[src/rtl/tick_prescaler.sv]
// Clock-enable prescaler: divides CLOCK_50 into a one-cycle TICK with a runtime-loadable divisor.
// Optional SQUARE output (50% duty, period 2*div) when TICK_PRESCALER_SQUARE_EN is defined.
module tick_prescaler #(
  parameter int WIDTH       = 26,
  parameter int DEFAULT_DIV = 25000000,
  parameter int CNT_WIDTH   = 8
) (
  input  logic                 CLOCK_50,
  input  logic                 RESET,
  input  logic                 ENABLE,
  input  logic                 DIV_LOAD,
  input  logic [WIDTH-1:0]     DIV_VALUE,
  output logic                 TICK,
  output logic [CNT_WIDTH-1:0] TICK_COUNT,
  output logic                 BUSY
`ifdef TICK_PRESCALER_SQUARE_EN
  ,
  output logic                 SQUARE
`endif
);

  localparam logic [WIDTH-1:0] RESET_DIV = WIDTH'(DEFAULT_DIV);

  // A zero divisor saturates to one so the terminal compare never underflows.
  function automatic logic [WIDTH-1:0] sat_div(input logic [WIDTH-1:0] d);
    return (d == '0) ? WIDTH'(1) : d;
  endfunction

  logic [WIDTH-1:0] cnt;
  logic [WIDTH-1:0] div;
  logic [WIDTH-1:0] shadow;
  logic             pending;
  logic             terminal;

  always_comb begin
    terminal = (cnt == (sat_div(div) - WIDTH'(1)));
  end

  assign BUSY = pending;

  // New divisors only ever take effect when cnt returns to 0, so a shrinking
  // divisor can never leave cnt stranded above its terminal count.
  always_ff @(posedge CLOCK_50) begin
    if (RESET) begin
      cnt        <= '0;
      div        <= RESET_DIV;
      shadow     <= '0;
      pending    <= 1'b0;
      TICK       <= 1'b0;
      TICK_COUNT <= '0;
    end else if (ENABLE) begin
      if (terminal) begin
        cnt        <= '0;
        TICK       <= 1'b1;
        TICK_COUNT <= TICK_COUNT + CNT_WIDTH'(1);
      end else begin
        cnt        <= cnt + WIDTH'(1);
        TICK       <= 1'b0;
      end
      // A load coinciding with a terminal count defers to the next one.
      if (DIV_LOAD) begin
        shadow  <= DIV_VALUE;
        pending <= 1'b1;
      end else if (terminal && pending) begin
        div     <= shadow;
        pending <= 1'b0;
      end
    end else begin
      TICK <= 1'b0;
      if (DIV_LOAD) begin
        div     <= DIV_VALUE;
        cnt     <= '0;
        pending <= 1'b0;
      end
    end
  end

`ifdef TICK_PRESCALER_SQUARE_EN
  always_ff @(posedge CLOCK_50) begin
    if (RESET) begin
      SQUARE <= 1'b0;
    end else if (ENABLE && terminal) begin
      SQUARE <= ~SQUARE;
    end
  end
`endif

endmodule

[config.mk]
export PLATFORM = sky130hd
export DESIGN_NAME = tick_prescaler
export DESIGN_NICKNAME = d
export VERILOG_FILES = /design/src/rtl/tick_prescaler.sv
export SDC_FILE = /design/constraint.sdc
export NUM_CORES = 1
export LEC_CHECK = 0
export ABC_CLOCK_PERIOD_IN_PS = 10240
export CORE_ASPECT_RATIO = 1.75
export CORE_MARGIN = 2
export CORE_UTILIZATION = 35
export CTS_BUF_LIST = sky130_fd_sc_hd__clkbuf_16
export DETAILED_ROUTE_END_ITERATION = 8
export SETUP_SLACK_MARGIN = 0.2
export SYNTH_ARGS = -nofsm -noshare
export SYNTH_HDL_FRONTEND = slang
export SYNTH_SLANG_ARGS = --single-unit
export TNS_END_PERCENT = 1
[constraint.sdc]
create_clock -name CLOCK_50 -period 10.24 [get_ports CLOCK_50]
set_clock_uncertainty 0.2 [all_clocks]
set_input_delay 1.024 -clock CLOCK_50 [delete_from_list [all_inputs] [get_ports CLOCK_50]]
set_output_delay 1.024 -clock CLOCK_50 [all_outputs]
set_load 0.005 [all_outputs]
==> results of run 1 <==
[registers in the layout, summed over array words and instances (netlist names)]
signal	flops
BUSY	1
cnt	26
TICK_COUNT	8
div	26
shadow	26
TICK	1
[logic make-up (layout without fill, tap and decap cells)]
group | after synthesis | in the layout | share of synthesized area
buf+inv | 43 | 66 | 0.0378
simple gates | 290 | 290 | 0.310
flops | 88 | 88 | 0.359
xor+xnor | 55 | 55 | 0.0983
compound gates | 93 | 93 | 0.140
mux | 22 | 22 | 0.0465
fa+ha+maj | 3 | 3 | 0.00766
[worst max-delay path: stages, from the launching register on]
cell and delay (ns):
dfxtp_1 0.35, nor4_1 0.58, nand4_2 0.37, nor2_1 0.17, nor2_1 0.07, ha_1 0.25
xnor2_1 0.15, xnor2_1 0.15, a2111oi_0 0.45, o2111ai_1 0.18, nor4_1 0.42, nand4_1 0.19
or2_1 0.48, o221a_1 0.34
[per-layer routing]
layer,GRT usage,wire (um)
met5,0,0
met4,0.0795,443
met3,0.0253,363
met2,0.323,7030
met1,0.212,5340
[synthesized netlist by cell type, drive strengths merged (2+ instances only)]
library cell / instances / share of area
a31oi: 2 / 0.0026
mux2i: 16 / 0.033
a211oi: 13 / 0.020
dfxtp: 88 / 0.36
nor2: 65 / 0.050
nand3: 12 / 0.012
and4: 4 / 0.0071
nand2b: 4 / 0.0051
nor4: 19 / 0.042
o221a: 14 / 0.032
clkbuf: 24 / 0.018
nor4b: 2 / 0.0036
nand4: 20 / 0.028
a41oi: 2 / 0.0036
nand2: 81 / 0.062
a21o: 3 / 0.0046
a31o: 2 / 0.0036
and3: 10 / 0.013
or2: 3 / 0.0038
a211o: 2 / 0.0036
nor2b: 8 / 0.010
o21ai: 4 / 0.0049
inv: 7 / 0.0054
xor2: 32 / 0.057
o31ai: 2 / 0.0031
buf: 12 / 0.014
or4: 5 / 0.0084
a21oi: 32 / 0.033
o2111ai: 5 / 0.0089
and2: 15 / 0.019
nor3: 37 / 0.038
ha: 3 / 0.0077
xnor2: 23 / 0.041
o211ai: 4 / 0.0061
mux2: 6 / 0.014
[layout make-up]
type	instances	share of cell area
multi-input combinational	463	0.523
sequential	88	0.312
timing repair buffer	43	0.0735
clock buffer	9	0.0398
tap	177	0.0392
clock inverter	7	0.00819
inverter	7	0.00465
[worst paths after layout]
path / start / endpoint / slack, ns / cells past startpoint
worst max-delay path: div[20]$_SDFFE_PP1P_ / div[8]$_SDFFE_PP0P_ / 5.74 / 13
worst min-delay path: shadow[21]$_SDFFE_PP0P_ / shadow[21]$_SDFFE_PP0P_ / 0.25 / 2
worst max register to register: div[20]$_SDFFE_PP1P_ / div[8]$_SDFFE_PP0P_ / 5.74 / 13
worst min register to register: shadow[21]$_SDFFE_PP0P_ / shadow[21]$_SDFFE_PP0P_ / 0.25 / 2
[power by group through the flow]
stage | combinational [mW] | clock, mW | sequential (mW)
global placement | 0.0912 | 0 | 0.380
global route | 0.102 | 0.327 | 0.374
finish | 0.0923 | 0.307 | 0.372
detailed placement | 0.0924 | 0 | 0.380
floorplan | 0.0668 | 0 | 0.373
CTS | 0.0928 | 0.314 | 0.372
==> impl_metrics.env, run 1 <==
export IMPL_area_growth_synth_to_final_pct=15.4
export IMPL_antenna_cells_inserted=0
export IMPL_hold_worst_slack_ns=0.249
export IMPL_net_switching_power_figure_mw=0.213
export IMPL_critPathLaunchType="flop"
export IMPL_design_core_area_sq_mm=0.0138
export IMPL_totalNegativeSetupSlack_ns=0
export IMPL_wl_per_cell_um=16.6
export IMPL_drt_pass1_iter_count=5
export IMPL_wirelength_mm=13.2
export IMPL_route_detailed_vias_per_inst=5.50
export IMPL_die_h_um=161
export IMPL_cts_root_cell="clkbuf_16"
export IMPL_power_leakage_nw=1.95
export IMPL_run_status="finished, final reports clean"
export IMPL_first_iter_violations=226
export IMPL_post_route_min_period_ns=4.50
export IMPL_final_cell_count_without_fillers=794
export IMPL_dpl_worst_slack_ns=5.80
export IMPL_rsz_0062_raised_after_global_routing="false"
export IMPL_report_final_slew_viol_count=0
export IMPL_cts_tree="yes"
export IMPL_internal_power_mw=0.559
export IMPL_hold_class="flop to flop"
export IMPL_postSynth_topFlopCell="dfxtp_1"
export IMPL_drive_gt1_frac=0.0551
export IMPL_timing_final_setup_violations=0
export IMPL_synth_edf_count=0
export IMPL_io_buffers=39
export IMPL_drc=0
export IMPL_data_required_time_at_the_worst_endpoint_ns=10.27
export IMPL_core_rowCount=57
export IMPL_max_slew_margin=0.329
export IMPL_timing_setup_critical_path_class="flop to flop"
export IMPL_fillCellCount=1379
export IMPL_power_total_mw=0.772
export IMPL_power_density_mw_per_mm2=137
export IMPL_dpl_instance_area_sq_mm=0.00538
export IMPL_post_route_cell_area_sq_mm=0.00566
export IMPL_irDropWorstVdd_uv=91.8
export IMPL_largest_net_degree_at_the_start_of_global_routing=88
export IMPL_clk_latency_ns=0.34
export IMPL_final_min_period_over_clock_period=0.439
export IMPL_synth_fp_nets=627
export IMPL_finalWeightedCongestion=0.944
export IMPL_initial_antenna_violation_count=0
export IMPL_post_synthesis_cells=594
export IMPL_synthArstFlopShare=0
export IMPL_hpwlAfterDp_mm=9.91
export IMPL_ctsHtreeMaxLevel=3
export IMPL_post_cts_repair_setup_buffers=0
export IMPL_ys_ff_latch=88
export IMPL_worst_slack_ns=5.74
export IMPL_final_hold_viol_count=0
export IMPL_clk_path_buf_depth=2
export IMPL_cts_hold_buf=0
export IMPL_synth_area_per_cell_sq_um=8.25
export IMPL_vias_in_the_first_global_route=4180
export IMPL_routed_via_count=4367
export IMPL_initial_core_util=0.356
export IMPL_floorplan_io_pins=40
export IMPL_critical_path_endpoint_type="flop"
export IMPL_post_cts_resized_instances=0
export IMPL_grtUsageTotal=0.181
export IMPL_dieArea_sq_mm=0.0150
export IMPL_number_of_routed_nets_with_antenna_violations=0
export IMPL_die_width_um=93.5
export IMPL_utilization=0.411
export IMPL_cts_sink_count=88
export IMPL_post_cts_clock_slew_at_the_launch_and_capture_registers_of_the_worst_setup_and_hold_paths_ns=0.06
export IMPL_seqPwrFrac=0.482
export IMPL_tightestPinTransition_ns=1.01
export IMPL_critPathMaxFanout=14
export IMPL_numPlacedInstances=778
export IMPL_synth_sequential_area_ratio=0.359
export IMPL_cap_viol_max_count=0
export IMPL_number_of_synthesis_warnings=0
export IMPL_global_route_wire_length_before_repair_mm=21.6
export IMPL_pwr_share_clk=0.398
export IMPL_multiInputGateArea_sq_mm=0.00296
export IMPL_syn_area_sq_mm=0.00490
export IMPL_layout_commonest_cell="dfxtp_1"
export IMPL_finalNetCount=645
export IMPL_layout_common_cells="dfxtp_1 (88), nand2_1 (81), nor2_1 (65)"
export IMPL_achievable_frequency_ghz=0.222
export IMPL_timing_critical_path_arrival_ns=4.52
export IMPL_switching_share=0.276
export IMPL_synth_cell_type_count=59
export IMPL_grt_remaining_overflow=0
export IMPL_cts_buffers=9
export IMPL_combPwrFrac=0.120
export IMPL_final_seq_area_sq_mm=0.00176
No activity file was read; power rests on OpenSTA's default activity.
==> run 2, diff against run 1 <==
Settings changed: ABC_CLOCK_PERIOD_IN_PS 10240 to 3700.
Clock period 10.24 ns to 3.7 ns, I/O delays scaled along.
==> impl_metrics.env, run 2 (same netlist as run 1, synthesis figures left out) <==
export IMPL_worst_slack_ns=-0.0339
export IMPL_ctsHtreeMaxLevel=3
export IMPL_finalNetCount=694
export IMPL_final_min_period_over_clock_period=1.01
export IMPL_utilization=0.458
export IMPL_cts_sink_count=88
export IMPL_timing_hold_worst_path_depth=2
export IMPL_rsz_0062_raised_after_global_routing="true"
export IMPL_final_hold_viol_count=0
export IMPL_core_rowCount=57
export IMPL_seqPwrFrac=0.425
export IMPL_critical_path_endpoint_type="flop"
export IMPL_area_growth_synth_to_final_pct=28.7
export IMPL_net_switching_power_figure_mw=0.633
export IMPL_clk_path_buf_depth=2
export IMPL_cap_viol_max_count=0
export IMPL_die_width_um=93.5
export IMPL_violated_checks="negative setup slack"
export IMPL_cts_buffers=9
export IMPL_critPathMaxFanout=27
export IMPL_timing_final_setup_violations=5
export IMPL_grt_remaining_overflow=0
export IMPL_timing_critical_path_arrival_ns=3.80
export IMPL_switching_share=0.267
export IMPL_power_leakage_nw=2.31
export IMPL_internal_power_mw=1.74
export IMPL_design_core_area_sq_mm=0.0138
export IMPL_drive_gt1_frac=0.165
export IMPL_combPwrFrac=0.147
export IMPL_number_of_routed_nets_with_antenna_violations=0
export IMPL_post_route_cell_area_sq_mm=0.00631
export IMPL_largest_net_degree_at_the_start_of_global_routing=87
export IMPL_pwr_share_clk=0.428
export IMPL_wirelength_mm=14.0
export IMPL_post_route_min_period_ns=3.73
export IMPL_drc=0
export IMPL_dieArea_sq_mm=0.0150
export IMPL_critPathLaunchType="flop"
export IMPL_fillCellCount=1341
export IMPL_report_final_slew_viol_count=0
export IMPL_routed_via_count=4523
export IMPL_power_density_mw_per_mm2=376
export IMPL_data_required_time_at_the_worst_endpoint_ns=3.76
export IMPL_grtUsageTotal=0.191
export IMPL_largest_registers="cnt (26), div (26), shadow (26)"
export IMPL_layout_common_cells="nand2_1 (81), dfxtp_1 (79), nor2_1 (65)"
export IMPL_die_h_um=161
export IMPL_achievable_frequency_ghz=0.268
export IMPL_antenna_cells_inserted=0
export IMPL_layout_commonest_cell="nand2_1"
export IMPL_wl_per_cell_um=16.7
export IMPL_clk_latency_ns=0.35
export IMPL_post_cts_clock_slew_at_the_launch_and_capture_registers_of_the_worst_setup_and_hold_paths_ns=0.07
export IMPL_dpl_instance_area_sq_mm=0.00585
export IMPL_max_slew_margin=0.387
export IMPL_worst_r2r_cell_count=17
export IMPL_floorplan_io_pins=40
export IMPL_power_total_mw=2.37
export IMPL_initial_core_util=0.356
export IMPL_run_status="finished, violations left"
export IMPL_cts_tree="yes"
export IMPL_first_iter_violations=182
export IMPL_route_detailed_vias_per_inst=5.37
export IMPL_io_buffers=39
export IMPL_irDropWorstVdd_uv=255
export IMPL_drt_pass1_iter_count=5
export IMPL_vias_in_the_first_global_route=4573
export IMPL_tightestPinTransition_ns=0.919
export IMPL_timing_setup_critical_path_class="flop to flop"
export IMPL_hold_class="flop to flop"
export IMPL_finalWeightedCongestion=0.915
export IMPL_initial_antenna_violation_count=0
export IMPL_global_route_wire_length_before_repair_mm=22.6
export IMPL_cts_root_cell="clkbuf_16"
export IMPL_hpwlAfterDp_mm=10.5
-- run 2: changes by cell type in the layout (fill, tap and decap cells not counted), moves of 2 or more --
cell | previous run | this run
buf_4 | 4 | 48
dfxtp_1 | 88 | 79
dfxtp_2 | 0 | 9
nor4_1 | 12 | 7
buf_12 | 0 | 4
nor4_4 | 5 | 9
nor3_1 | 36 | 33
bufinv_16 | 0 | 2
mux2_1 | 6 | 4
mux2_4 | 0 | 2
nand4_2 | 2 | 0
nand4_4 | 0 | 2
nor3_4 | 0 | 2
-- run 2: area by class of cell --
type,count,area (sq um),share of cell area
tap,177,221,0.0351
inverter,7,26.3,0.00417
sequential,88,1770,0.281
timing repair buffer,92,837,0.133
clock inverter,7,101,0.0161
clock buffer,9,225,0.0357
multi-input combinational,463,3120,0.495
-- run 2: worst max-delay path: stages, from the launching register on --
cell       delay, ns
dfxtp_2         0.33
nor4_1          0.05
buf_4           0.14
nand4_4         0.07
nor2_1          0.05
nor2_1          0.14
ha_2            0.23
or4b_4          0.48
buf_12          0.15
nor4_4          0.29
xnor2_1         0.21
o2111ai_2       0.20
nor4_4          0.21
nand4_1         0.15
buf_4           0.18
o21ai_4         0.14
buf_12          0.20
mux2i_1         0.22
-- run 2: worst paths after layout --
check                               start                       to  slack, ns
setup / recovery     div[21]$_SDFFE_PP1P_      div[6]$_SDFFE_PP1P_      -0.03
hold / removal    shadow[24]$_SDFFE_PP0P_  shadow[24]$_SDFFE_PP0P_       0.25
setup reg to reg     div[21]$_SDFFE_PP1P_      div[6]$_SDFFE_PP1P_      -0.03
hold reg to reg   shadow[24]$_SDFFE_PP0P_  shadow[24]$_SDFFE_PP0P_       0.25
-- run 2: what timing repair did --
action / in CTS / in global routing
hold buffers: 0 / 0
hold endpoints to repair: 0 / 0
pin swaps: 1 / 13
gates resized for setup: 8 / 18
setup buffers: 0 / 0
endpoints found under the setup margin: 59 / 61
-- run 2: power groups by stage --
stage | Combinational (mW) | Clock (mW) | Sequential [mW]
after global placement | 0.334 | 0 | 1.03
after CTS | 0.345 | 1.04 | 1.01
after global routing | 0.380 | 1.07 | 1.01
after floorplan | 0.190 | 0 | 1.03
after detailed placement | 0.339 | 0 | 1.03
final | 0.349 | 1.02 | 1.01
-- run 2: per-layer routing --
| metal | track usage | wire length, um | vias up | part of all wire |
|---|---|---|---|---|
| met5 | 0 | 0 | - | 0 |
| met4 | 0.0809 | 476 | 0 | 0.034 |
| met3 | 0.0258 | 340 | 26 | 0.024 |
| met2 | 0.358 | 7740 | 87 | 0.55 |
| met1 | 0.208 | 5480 | 2138 | 0.39 |
| li1 | - | - | 2272 | - |
-- run 2: through the flow --
stage | hold WS, ns | instances | setup slack [ns] | TNS [ns]
after CTS | 0.252 | 843 | -0.0222 | -0.0726
after detailed placement | 0.243 | 827 | -0.0884 | -1.48
after global routing | 0.274 | 843 | -0.218 | -8.32
after global placement | 0.237 | 827 | 0.0153 | 0
after floorplan | 0.232 | 594 | 0.164 | 0
final | 0.253 | 843 | -0.0339 | -0.0906
==> run 3, diff against run 2 <==
Settings changed: CORE_UTILIZATION 35 to 45, PLACE_DENSITY set to 0.67, SLEW_MARGIN set to 20.
==> impl_metrics.env, run 3 (same netlist as run 1, synthesis figures left out) <==
export IMPL_crit_family="simple AND/OR/NAND/NOR gates"
export IMPL_grt_remaining_overflow=0
export IMPL_data_required_time_at_the_worst_endpoint_ns=3.77
export IMPL_dpl_instance_area_sq_mm=0.00574
export IMPL_die_width_um=82.9
export IMPL_largest_net_degree_at_the_start_of_global_routing=56
export IMPL_irDropWorstVdd_uv=252
export IMPL_critPathLaunchType="flop"
export IMPL_vias_in_the_first_global_route=4555
export IMPL_worst_r2r_cell_count=16
export IMPL_max_slew_margin=0.403
export IMPL_violated_checks="negative setup slack"
export IMPL_cts_buffers=9
export IMPL_number_of_routed_nets_with_antenna_violations=0
export IMPL_cpMaxStageDelayCell="or4b_4"
export IMPL_run_status="finished, violations left"
export IMPL_cts_tree="yes"
export IMPL_global_route_wire_length_before_repair_mm=22.3
export IMPL_initial_antenna_violation_count=0
export IMPL_post_cts_clock_slew_at_the_launch_and_capture_registers_of_the_worst_setup_and_hold_paths_ns=0.07
export IMPL_routed_via_count=4656
export IMPL_timing_critical_path_arrival_ns=3.78
export IMPL_cp_buf_inv_count=3
export IMPL_post_route_cell_area_sq_mm=0.00625
export IMPL_ctsHtreeMaxLevel=3
export IMPL_regToRegEndpoint="div[18]$_SDFFE_PP1P_"
export IMPL_hold_worst_slack_ns=0.250
export IMPL_reg2reg_setup_slack_ns=-0.01
export IMPL_start_point_of_the_worst_hold_path="shadow[13]$_SDFFE_PP0P_"
export IMPL_hold_class="flop to flop"
export IMPL_drt_pass1_iter_count=4
export IMPL_drive_gt1_frac=0.180
export IMPL_cts_sink_count=88
export IMPL_critPathMaxStageDelay_ns=0.52
export IMPL_critPathMaxFanout=7
export IMPL_post_route_min_period_ns=3.71
export IMPL_layout_common_cells="nand2_1 (81), dfxtp_1 (71), nor2_1 (64)"
export IMPL_clk_latency_ns=0.35
export IMPL_report_final_slew_viol_count=0
export IMPL_die_h_um=142
export IMPL_worst_hold_path_endpoint="shadow[13]$_SDFFE_PP0P_"
export IMPL_timing_rr_start="div[8]$_SDFFE_PP0P_"
export IMPL_critical_path_most_common_cell="nor4_4"
export IMPL_wl_per_cell_um=17.4
export IMPL_initial_core_util=0.461
export IMPL_floorplan_io_pins=40
export IMPL_route_detailed_vias_per_inst=5.83
export IMPL_cap_viol_max_count=0
export IMPL_area_growth_synth_to_final_pct=27.6
export IMPL_worst_slack_ns=-0.0110
export IMPL_totalNegativeSetupSlack_ns=-0.0257
export IMPL_crit_path_cell_trace="nor4_4 -> nand3_2 -> nor2_1 -> nor2_2 -> ha_2 -> or4b_4 -> buf_12 -> nor4_4 -> xnor2_2 -> o2111ai_2 -> nor4_4 -> nand4_1 -> buf_4 -> o21ai_4 -> clkbuf_16 -> mux2i_1"
export IMPL_dieArea_sq_mm=0.0118
export IMPL_timing_setup_critical_path_class="flop to flop"
export IMPL_achievable_frequency_ghz=0.269
export IMPL_clk_path_buf_depth=2
export IMPL_grtUsageTotal=0.234
export IMPL_final_hold_viol_count=0
export IMPL_critical_path_endpoint_type="flop"
export IMPL_cts_root_cell="clkbuf_16"
export IMPL_hpwlAfterDp_mm=10.0
export IMPL_antenna_cells_inserted=0
export IMPL_power_density_mw_per_mm2=355
export IMPL_first_iter_violations=257
export IMPL_layout_commonest_cell="nand2_1"
export IMPL_finalNetCount=696
export IMPL_io_buffers=39
export IMPL_largest_registers="cnt (26), div (26), shadow (26)"
export IMPL_rsz_0062_raised_after_global_routing="true"
export IMPL_finalWeightedCongestion=0.939
export IMPL_timing_final_setup_violations=5
export IMPL_wirelength_mm=13.8
export IMPL_timing_hold_worst_path_depth=2
export IMPL_final_min_period_over_clock_period=1.00
export IMPL_core_rowCount=50
export IMPL_fillCellCount=978
export IMPL_drc=0
export IMPL_design_core_area_sq_mm=0.0106
export IMPL_power_leakage_nw=2.29
export IMPL_tightestPinTransition_ns=0.895
-- run 3: tightest hold or removal path, stage by stage (launching register included) --
cell and delay (ns):
dfxtp_1 0.30, nand2_1 0.05, a21oi_1 0.05
-- run 3: worst max path at each step --
stage / slack [ns] / start / to / cells after the start
after floorplan: 0.16 / div[2]$_SDFFE_PP0P_ / div[3]$_SDFFE_PP0P_ / 17
after global placement: 0.06 / div[2]$_SDFFE_PP0P_ / TICK_COUNT[4]$_SDFFE_PP0P_ / 14
after detailed placement: -0.06 / div[2]$_SDFFE_PP0P_ / TICK_COUNT[4]$_SDFFE_PP0P_ / 14
after CTS: 0.07 / div[25]$_SDFFE_PP0P_ / div[14]$_SDFFE_PP1P_ / 16
after global routing: -0.23 / div[0]$_SDFFE_PP0P_ / div[18]$_SDFFE_PP1P_ / 15
final: -0.01 / div[8]$_SDFFE_PP0P_ / div[18]$_SDFFE_PP1P_ / 16
-- run 3: power by group --
part,total [mW],internal [mW],switching (mW),leakage [nW]
sequential,1.01,0.984,0.0265,0.719
combinational,0.359,0.164,0.195,1.44
clock,0.852,0.454,0.398,0.135
total,2.22,1.60,0.619,2.29
-- run 3: area by class of cell --
class | instances | area, sq um | area share
clock buffer | 9 | 225 | 0.0360
sequential | 88 | 1780 | 0.285
clock inverter | 7 | 43.8 | 0.00700
timing repair buffer | 94 | 891 | 0.142
inverter | 7 | 26.3 | 0.00420
multi-input combinational | 463 | 3120 | 0.499
tap | 130 | 163 | 0.0260
-- run 3: repair_timing --
item,CTS,global route
hold buffers,0,0
pin swaps,6,17
gates resized for setup,12,23
setup buffers,2,3
endpoints found under the setup margin,57,62
gates cloned,0,2
-- run 3: stage by stage --
| stage | power (mW) | util | setup WS [ns] | cells |
|---|---|---|---|---|
| 2_1_floorplan | 1.22 | - | 0.164 | 594 |
| 3_3_place_gp | 1.35 | 0.539 | 0.0617 | 775 |
| 3_5_place_dp | 1.35 | 0.539 | -0.0588 | 775 |
| 4_1_cts | 2.21 | 0.571 | 0.0713 | 793 |
| 5_1_grt | 2.31 | 0.588 | -0.230 | 798 |
| 6_report | 2.22 | 0.588 | -0.0110 | 798 |
-- run 3: layer usage --
metal  vias up  wire length [um]  track usage
met2       134              7410        0.432
li1       2271                 -            -
met1      2208              5370        0.257
met4         0               613        0.118
met5         -                 0            0
met3        43               455       0.0342
